==> src/rtl/store_rs_queue.sv <==
// -----------------------------------------------------------------------------
// store_rs_queue
//   Reservation-station queue for store instructions. Stores wait here until
//   both operands (store value and base address) have been produced, snooping
//   two result broadcast buses. A ready store moves into a single issue
//   register that presents value, effective address, subtype and ROB tag to
//   the memory unit with a valid/ready handshake.
//
//   Entries are kept in a collapsing array: slot 0 is always the oldest and
//   slot count-1 the youngest. Removing a slot shifts the younger ones down,
//   and a new dispatch is appended behind the survivors.
//
// Ports
//   clock, reset        rising-edge clock, synchronous active-high reset
//   flush               drop every queued store and the issue register
//   disp_*              dispatch request (valid/ready) and store operands
//   cdb0_*, cdb1_*      result broadcast buses (tag/data), cdb0 wins on a tie
//   issue_*             issued store towards the memory unit (valid/ready)
//   count               occupied queue entries (issue register not counted)
// -----------------------------------------------------------------------------
module store_rs_queue #(
    parameter int DEPTH       = 4,
    parameter int XLEN        = 32,
    parameter int TAGW        = 6,
    parameter int INVALID_TAG = 16,
    parameter int IN_ORDER    = 1
) (
    input  logic                       clock,
    input  logic                       reset,
    input  logic                       flush,
    input  logic                       disp_valid,
    output logic                       disp_ready,
    input  logic [2:0]                 disp_subtype,
    input  logic [XLEN-1:0]            disp_data1,
    input  logic [TAGW-1:0]            disp_q1,
    input  logic [XLEN-1:0]            disp_data2,
    input  logic [TAGW-1:0]            disp_q2,
    input  logic [XLEN-1:0]            disp_offset,
    input  logic [TAGW-1:0]            disp_rob,
    input  logic                       cdb0_valid,
    input  logic [TAGW-1:0]            cdb0_tag,
    input  logic [XLEN-1:0]            cdb0_data,
    input  logic                       cdb1_valid,
    input  logic [TAGW-1:0]            cdb1_tag,
    input  logic [XLEN-1:0]            cdb1_data,
    output logic                       issue_valid,
    input  logic                       issue_ready,
    output logic [TAGW-1:0]            issue_rob,
    output logic [XLEN-1:0]            issue_value,
    output logic [XLEN-1:0]            issue_addr,
    output logic [2:0]                 issue_subtype,
    output logic [$clog2(DEPTH+1)-1:0] count
);

    localparam int CW = $clog2(DEPTH + 1);
    localparam int IW = (DEPTH > 1) ? $clog2(DEPTH) : 1;
    localparam logic [TAGW-1:0] INV_TAG = TAGW'(INVALID_TAG);

    typedef struct packed {
        logic [XLEN-1:0] data1;
        logic [TAGW-1:0] q1;
        logic [XLEN-1:0] data2;
        logic [TAGW-1:0] q2;
        logic [XLEN-1:0] offset;
        logic [TAGW-1:0] rob;
        logic [2:0]      subtype;
    } entry_t;

    // Replace a pending operand with broadcast data when its tag is seen.
    // A present operand (INV_TAG) never matches, so a bus carrying that tag
    // cannot corrupt it. cdb0 is checked first so it wins on equal tags.
    function automatic logic [XLEN+TAGW-1:0] snoop(
        input logic [XLEN-1:0] d,
        input logic [TAGW-1:0] q,
        input logic            c0_v,
        input logic [TAGW-1:0] c0_t,
        input logic [XLEN-1:0] c0_d,
        input logic            c1_v,
        input logic [TAGW-1:0] c1_t,
        input logic [XLEN-1:0] c1_d
    );
        logic [XLEN+TAGW-1:0] res;
        if (q != INV_TAG && c0_v && c0_t == q) begin
            res = {c0_d, INV_TAG};
        end else if (q != INV_TAG && c1_v && c1_t == q) begin
            res = {c1_d, INV_TAG};
        end else begin
            res = {d, q};
        end
        return res;
    endfunction

    entry_t          r_ent [DEPTH];
    logic [CW-1:0]   r_count;
    logic            r_issue_valid;
    logic [TAGW-1:0] r_issue_rob;
    logic [XLEN-1:0] r_issue_value;
    logic [XLEN-1:0] r_issue_addr;
    logic [2:0]      r_issue_subtype;

    entry_t          w_upd  [DEPTH];
    entry_t          w_next [DEPTH];
    entry_t          w_new;
    entry_t          w_sel_ent;
    logic [DEPTH-1:0] w_ready;
    logic [IW-1:0]   w_sel;
    logic            w_sel_found;
    logic            w_load;
    logic            w_disp;
    logic [CW-1:0]   w_base;
    logic [CW-1:0]   w_count_next;

    assign disp_ready    = (r_count < CW'(DEPTH));
    assign count         = r_count;
    assign issue_valid   = r_issue_valid;
    assign issue_rob     = r_issue_rob;
    assign issue_value   = r_issue_value;
    assign issue_addr    = r_issue_addr;
    assign issue_subtype = r_issue_subtype;

    // Readiness, selection, CDB snooping and next-state of the collapsing array.
    always_comb begin
        w_disp      = disp_valid && disp_ready && !flush;
        w_sel_found = 1'b0;
        w_sel       = '0;

        // Readiness looks only at registered operand tags.
        for (int i = 0; i < DEPTH; i++) begin
            w_ready[i] = (i < int'(r_count)) && (r_ent[i].q1 == INV_TAG)
                         && (r_ent[i].q2 == INV_TAG);
        end

        if (IN_ORDER != 0) begin
            w_sel_found = w_ready[0];
            w_sel       = '0;
        end else begin
            // Scan youngest to oldest so the last hit is the oldest ready slot.
            for (int i = DEPTH - 1; i >= 0; i--) begin
                w_sel       = w_ready[i] ? IW'(i) : w_sel;
                w_sel_found = w_sel_found | w_ready[i];
            end
        end

        w_sel_ent = r_ent[w_sel];
        w_load    = w_sel_found && (!r_issue_valid || issue_ready);

        for (int i = 0; i < DEPTH; i++) begin
            w_upd[i] = r_ent[i];
            {w_upd[i].data1, w_upd[i].q1} = snoop(r_ent[i].data1, r_ent[i].q1,
                cdb0_valid, cdb0_tag, cdb0_data, cdb1_valid, cdb1_tag, cdb1_data);
            {w_upd[i].data2, w_upd[i].q2} = snoop(r_ent[i].data2, r_ent[i].q2,
                cdb0_valid, cdb0_tag, cdb0_data, cdb1_valid, cdb1_tag, cdb1_data);
        end

        // Incoming store also snoops the buses in its dispatch cycle.
        w_new.offset  = disp_offset;
        w_new.rob     = disp_rob;
        w_new.subtype = disp_subtype;
        {w_new.data1, w_new.q1} = snoop(disp_data1, disp_q1,
            cdb0_valid, cdb0_tag, cdb0_data, cdb1_valid, cdb1_tag, cdb1_data);
        {w_new.data2, w_new.q2} = snoop(disp_data2, disp_q2,
            cdb0_valid, cdb0_tag, cdb0_data, cdb1_valid, cdb1_tag, cdb1_data);

        // Slots at or above the removed one take their younger neighbour.
        w_base = r_count - CW'(w_load);
        for (int i = 0; i < DEPTH; i++) begin
            if (w_load && (i >= int'(w_sel)) && (i < DEPTH - 1)) begin
                w_next[i] = w_upd[(i + 1 < DEPTH) ? i + 1 : i];
            end else begin
                w_next[i] = w_upd[i];
            end
            if (w_disp && (i == int'(w_base))) begin
                w_next[i] = w_new;
            end else begin
                w_next[i] = w_next[i];
            end
        end

        w_count_next = r_count + CW'(w_disp) - CW'(w_load);
    end

    // State update: reset beats flush, flush beats dispatch/snoop/issue.
    always_ff @(posedge clock) begin
        if (reset) begin
            for (int i = 0; i < DEPTH; i++) begin
                r_ent[i] <= '0;
            end
            r_count         <= '0;
            r_issue_valid   <= 1'b0;
            r_issue_rob     <= INV_TAG;
            r_issue_value   <= '0;
            r_issue_addr    <= '0;
            r_issue_subtype <= 3'd0;
        end else if (flush) begin
            r_count       <= '0;
            r_issue_valid <= 1'b0;
        end else begin
            for (int i = 0; i < DEPTH; i++) begin
                r_ent[i] <= w_next[i];
            end
            r_count <= w_count_next;
            if (w_load) begin
                r_issue_valid   <= 1'b1;
                r_issue_rob     <= w_sel_ent.rob;
                r_issue_value   <= w_sel_ent.data1;
                r_issue_addr    <= w_sel_ent.data2 + w_sel_ent.offset;
                r_issue_subtype <= w_sel_ent.subtype;
            end else if (issue_ready) begin
                r_issue_valid <= 1'b0;
            end else begin
                r_issue_valid <= r_issue_valid;
            end
        end
    end

endmodule

==> config.mk <==
export PLATFORM = sky130hd
export DESIGN_NAME = store_rs_queue
export DESIGN_NICKNAME = d
export VERILOG_FILES = /design/src/rtl/store_rs_queue.sv
export SDC_FILE = /design/constraint.sdc
export NUM_CORES = 2
export LEC_CHECK = 0
export ABC_AREA = 0
export CAP_MARGIN = 10
export CORE_ASPECT_RATIO = 1.2
export CORE_MARGIN = 2
export CORE_UTILIZATION = 50
export DETAILED_ROUTE_END_ITERATION = 12
export PLACE_DENSITY = 0.67
export SYNTH_ARGS = -nofsm -noshare
export SYNTH_HDL_FRONTEND = slang
export SYNTH_SLANG_ARGS = --single-unit
==> constraint.sdc <==
create_clock -name clock -period 15.73 [get_ports clock]
set_input_delay 4.719 -clock clock [delete_from_list [all_inputs] [get_ports clock]]
set_output_delay 4.719 -clock clock [all_outputs]
set_load 0.05 [all_outputs]
==> reports/qor.txt <==
worst hold-check path type = flop to flop
syn_area_per_cell = 9.30 sq um
area of the core = 66900 sq um
TritonRoute pass-1 iters = 8
Clock Sinks = 545
crit end category = flop
grt ovf = 0
share of cells above drive strength 1 = 6.41%
Fin. Hold Viols = 0
Clock Latency Late Sink = 650 ps
Syn-to-layout area delta = 14.4%
Ant. Diodes = 0
distinct cell type count after synthesis = 74
Top FF cell, synth = edfxtp_1
port bufs = 277
mapped cell area = 33700 sq um
sequential fraction of the synthesis area = 46.3%
DR vias/cell = 6.49
GRT Util Overall = 32.6%
num ports = 278
Post-synth EDFFs = 468
PnR Total Power = 3.47 mW
post-route insts no fill = 4596
Core Util, Final = 57.6%
Rel. slew slack = 8.89%
ANT nets after route = 0
fin area = 38500 sq um
dpl cell area = 36800 sq um
Setup WS pre-CTS = 6050 ps
worst-path fanout max = 101
Power Density = 90.0 nW/um^2
CTS buffer count = 57
initial antenna violation count = 1
post-placement cell count = 4490
initial drt markers = 3356
Hold WS = 447 ps
Async SR Flop Fraction = 0%
Required @ worst endpoint = 16030 ps
Setup Skew = 27.4 ps
worst setup margin = 6730 ps
most common cell after layout, fill and taps aside = nand2_1
pin count of the biggest net entering global routing = 102
Post-CTS Resized = 0
CP startpoint kind = input pin
number of global-route vias before repair = 27900
Post-CTS Setup Repair Bufs = 0
fin crit share = 57.2%
most frequent cells in the layout = 550 x nand2_1, 468 x edfxtp_1, 297 x a21oi_1
Setup Viol. Count Final = 0
Tmin final = 9000 ps
P_leak = 13.0 nW
first-pass GRT wire length = 173 mm
Clock Pin Slew Worst Setup and Hold Paths = 60 ps
Syn Inst Count = 3622
Max Transition Viols Final = 0
clock tree buffer depth = 3
NumNets Final = 3885
Root Driver = clkbuf_16
via count = 29800
post-DP HPWL = 71.2 mm
CP Class = input pin to flop
die footprint = 69500 sq um
CTS tree = done
FP Rows = 104
Initial Util = 50.4%
Routability Congestion = 0.914
RSZ-0062 raised after global routing = no
#FFs+latches synth = 545
number of warnings issued by yosys = 0
DR WL/cell = 25.3 um
DRC viols = 0
worst ir drop on vdd = 0.115 mV
Die Height = 288 um
max-cap viol count = 0
CP arrival = 9310 ps
DIE WIDTH = 241 um
CTS HTree Levels = 2
setup TNS = 0 ps
hold_buf cts = 0
Synth Net Count = 3859
Worst Max-Slew Pin Slew = 1360 ps
Max Freq = 0.111 GHz
Post-Route WL = 116 mm
status = finished, final reports clean
-- worst paths after layout --
path                                      from        endpoint  slack [ps]  cells past startpoint
worst max-delay path               issue_ready    r_ent[0][87]        6730                     12
worst min-delay path            issue_value[5]  issue_value[5]         450                      2
worst max register to register    r_ent[0][41]    r_ent[0][87]        9910                      9
worst min register to register  issue_value[5]  issue_value[5]         450                      2
-- power breakdown --
group / internal [mW] / switching, mW / leakage [nW]
Combinational: 0.171 / 0.288 / 6.47
Clock: 0.719 / 0.606 / 0.866
Sequential: 1.65 / 0.0392 / 5.64
-- final cells by class --
| class | instances | area, sq um |
|---|---|---|
| Inverter | 28 | 108 |
| Multi-Input combinational cell | 2685 | 16700 |
| Fill cell | 6037 | 28300 |
| Clock buffer | 82 | 1580 |
| Clock inverter | 24 | 196 |
| Timing Repair Buffer | 331 | 3190 |
| Sequential cell | 545 | 15600 |
| Tap cell | 901 | 1130 |
-- sequential cells by signal, indices dropped and copies added (netlist names) --
name and count:
issue_subtype 3, count 3, issue_value 32, issue_valid 1, issue_addr 32, r_ent 468
issue_rob 6
-- logic make-up after synthesis --
kind of cell | after synthesis | share of synthesized area, %
xor gates and xnor gates | 141 | 3.67
buffers and inverters | 392 | 4.62
adders and majority gates | 37 | 1.42
muxes | 300 | 8.95
DFF | 545 | 46.3
and+or+nand+nor | 1134 | 15.2
AOI/OAI and AO/OA | 1073 | 19.9
-- cell usage after synthesis, types with 7 or more instances --
| library cell | number | area (sq um) |
|---|---|---|
| xnor2_1 | 129 | 1130 |
| o21ai_0 | 200 | 1000 |
| a22oi_1 | 22 | 165 |
| mux2_2 | 10 | 113 |
| or3_1 | 9 | 56.3 |
| nor3_1 | 44 | 220 |
| buf_2 | 62 | 310 |
| a211oi_1 | 128 | 961 |
| or2_2 | 36 | 225 |
| nor2_1 | 170 | 638 |
| o21a_1 | 7 | 52.6 |
| or4_1 | 15 | 113 |
| edfxtp_1 | 468 | 14100 |
| nor2b_1 | 7 | 43.8 |
| inv_1 | 26 | 97.6 |
| o22ai_1 | 139 | 870 |
| a221oi_1 | 23 | 201 |
| nand4_1 | 28 | 175 |
| dfxtp_1 | 77 | 1540 |
| o21ai_1 | 31 | 155 |
| xor2_1 | 12 | 105 |
| mux2i_1 | 290 | 2900 |
| o211ai_1 | 99 | 743 |
| clkbuf_1 | 250 | 938 |
| o221ai_1 | 16 | 140 |
| nand3_1 | 182 | 911 |
| buf_1 | 50 | 188 |
| nand2_1 | 555 | 2080 |
| ha_1 | 35 | 438 |
| a311oi_1 | 31 | 272 |
| a21oi_1 | 299 | 1500 |
| and2_1 | 54 | 338 |
| a21o_1 | 35 | 263 |
-- worst max-delay path, stage by stage --
cell and delay, ps:
clkdlybuf4s50_1 500, nand2b_1 330, nand2_8 640, nor2_1 100, ha_1 230, nor4b_1 410
nand2_1 190, a211oi_4 170, buf_4 590, nor3_1 190, o21ai_4 730, buf_4 480
-- layer usage --
layer | global-route usage [%] | up-vias | wire length (um)
li1 | - | 13500 | -
met1 | 43.3 | 14300 | 45700
met2 | 52.0 | 1691 | 54200
met3 | 5.78 | 301 | 11000
met4 | 14.7 | 2 | 5520
met5 | 0 | - | 13
Note: power is estimated with default switching activity, not from simulation.
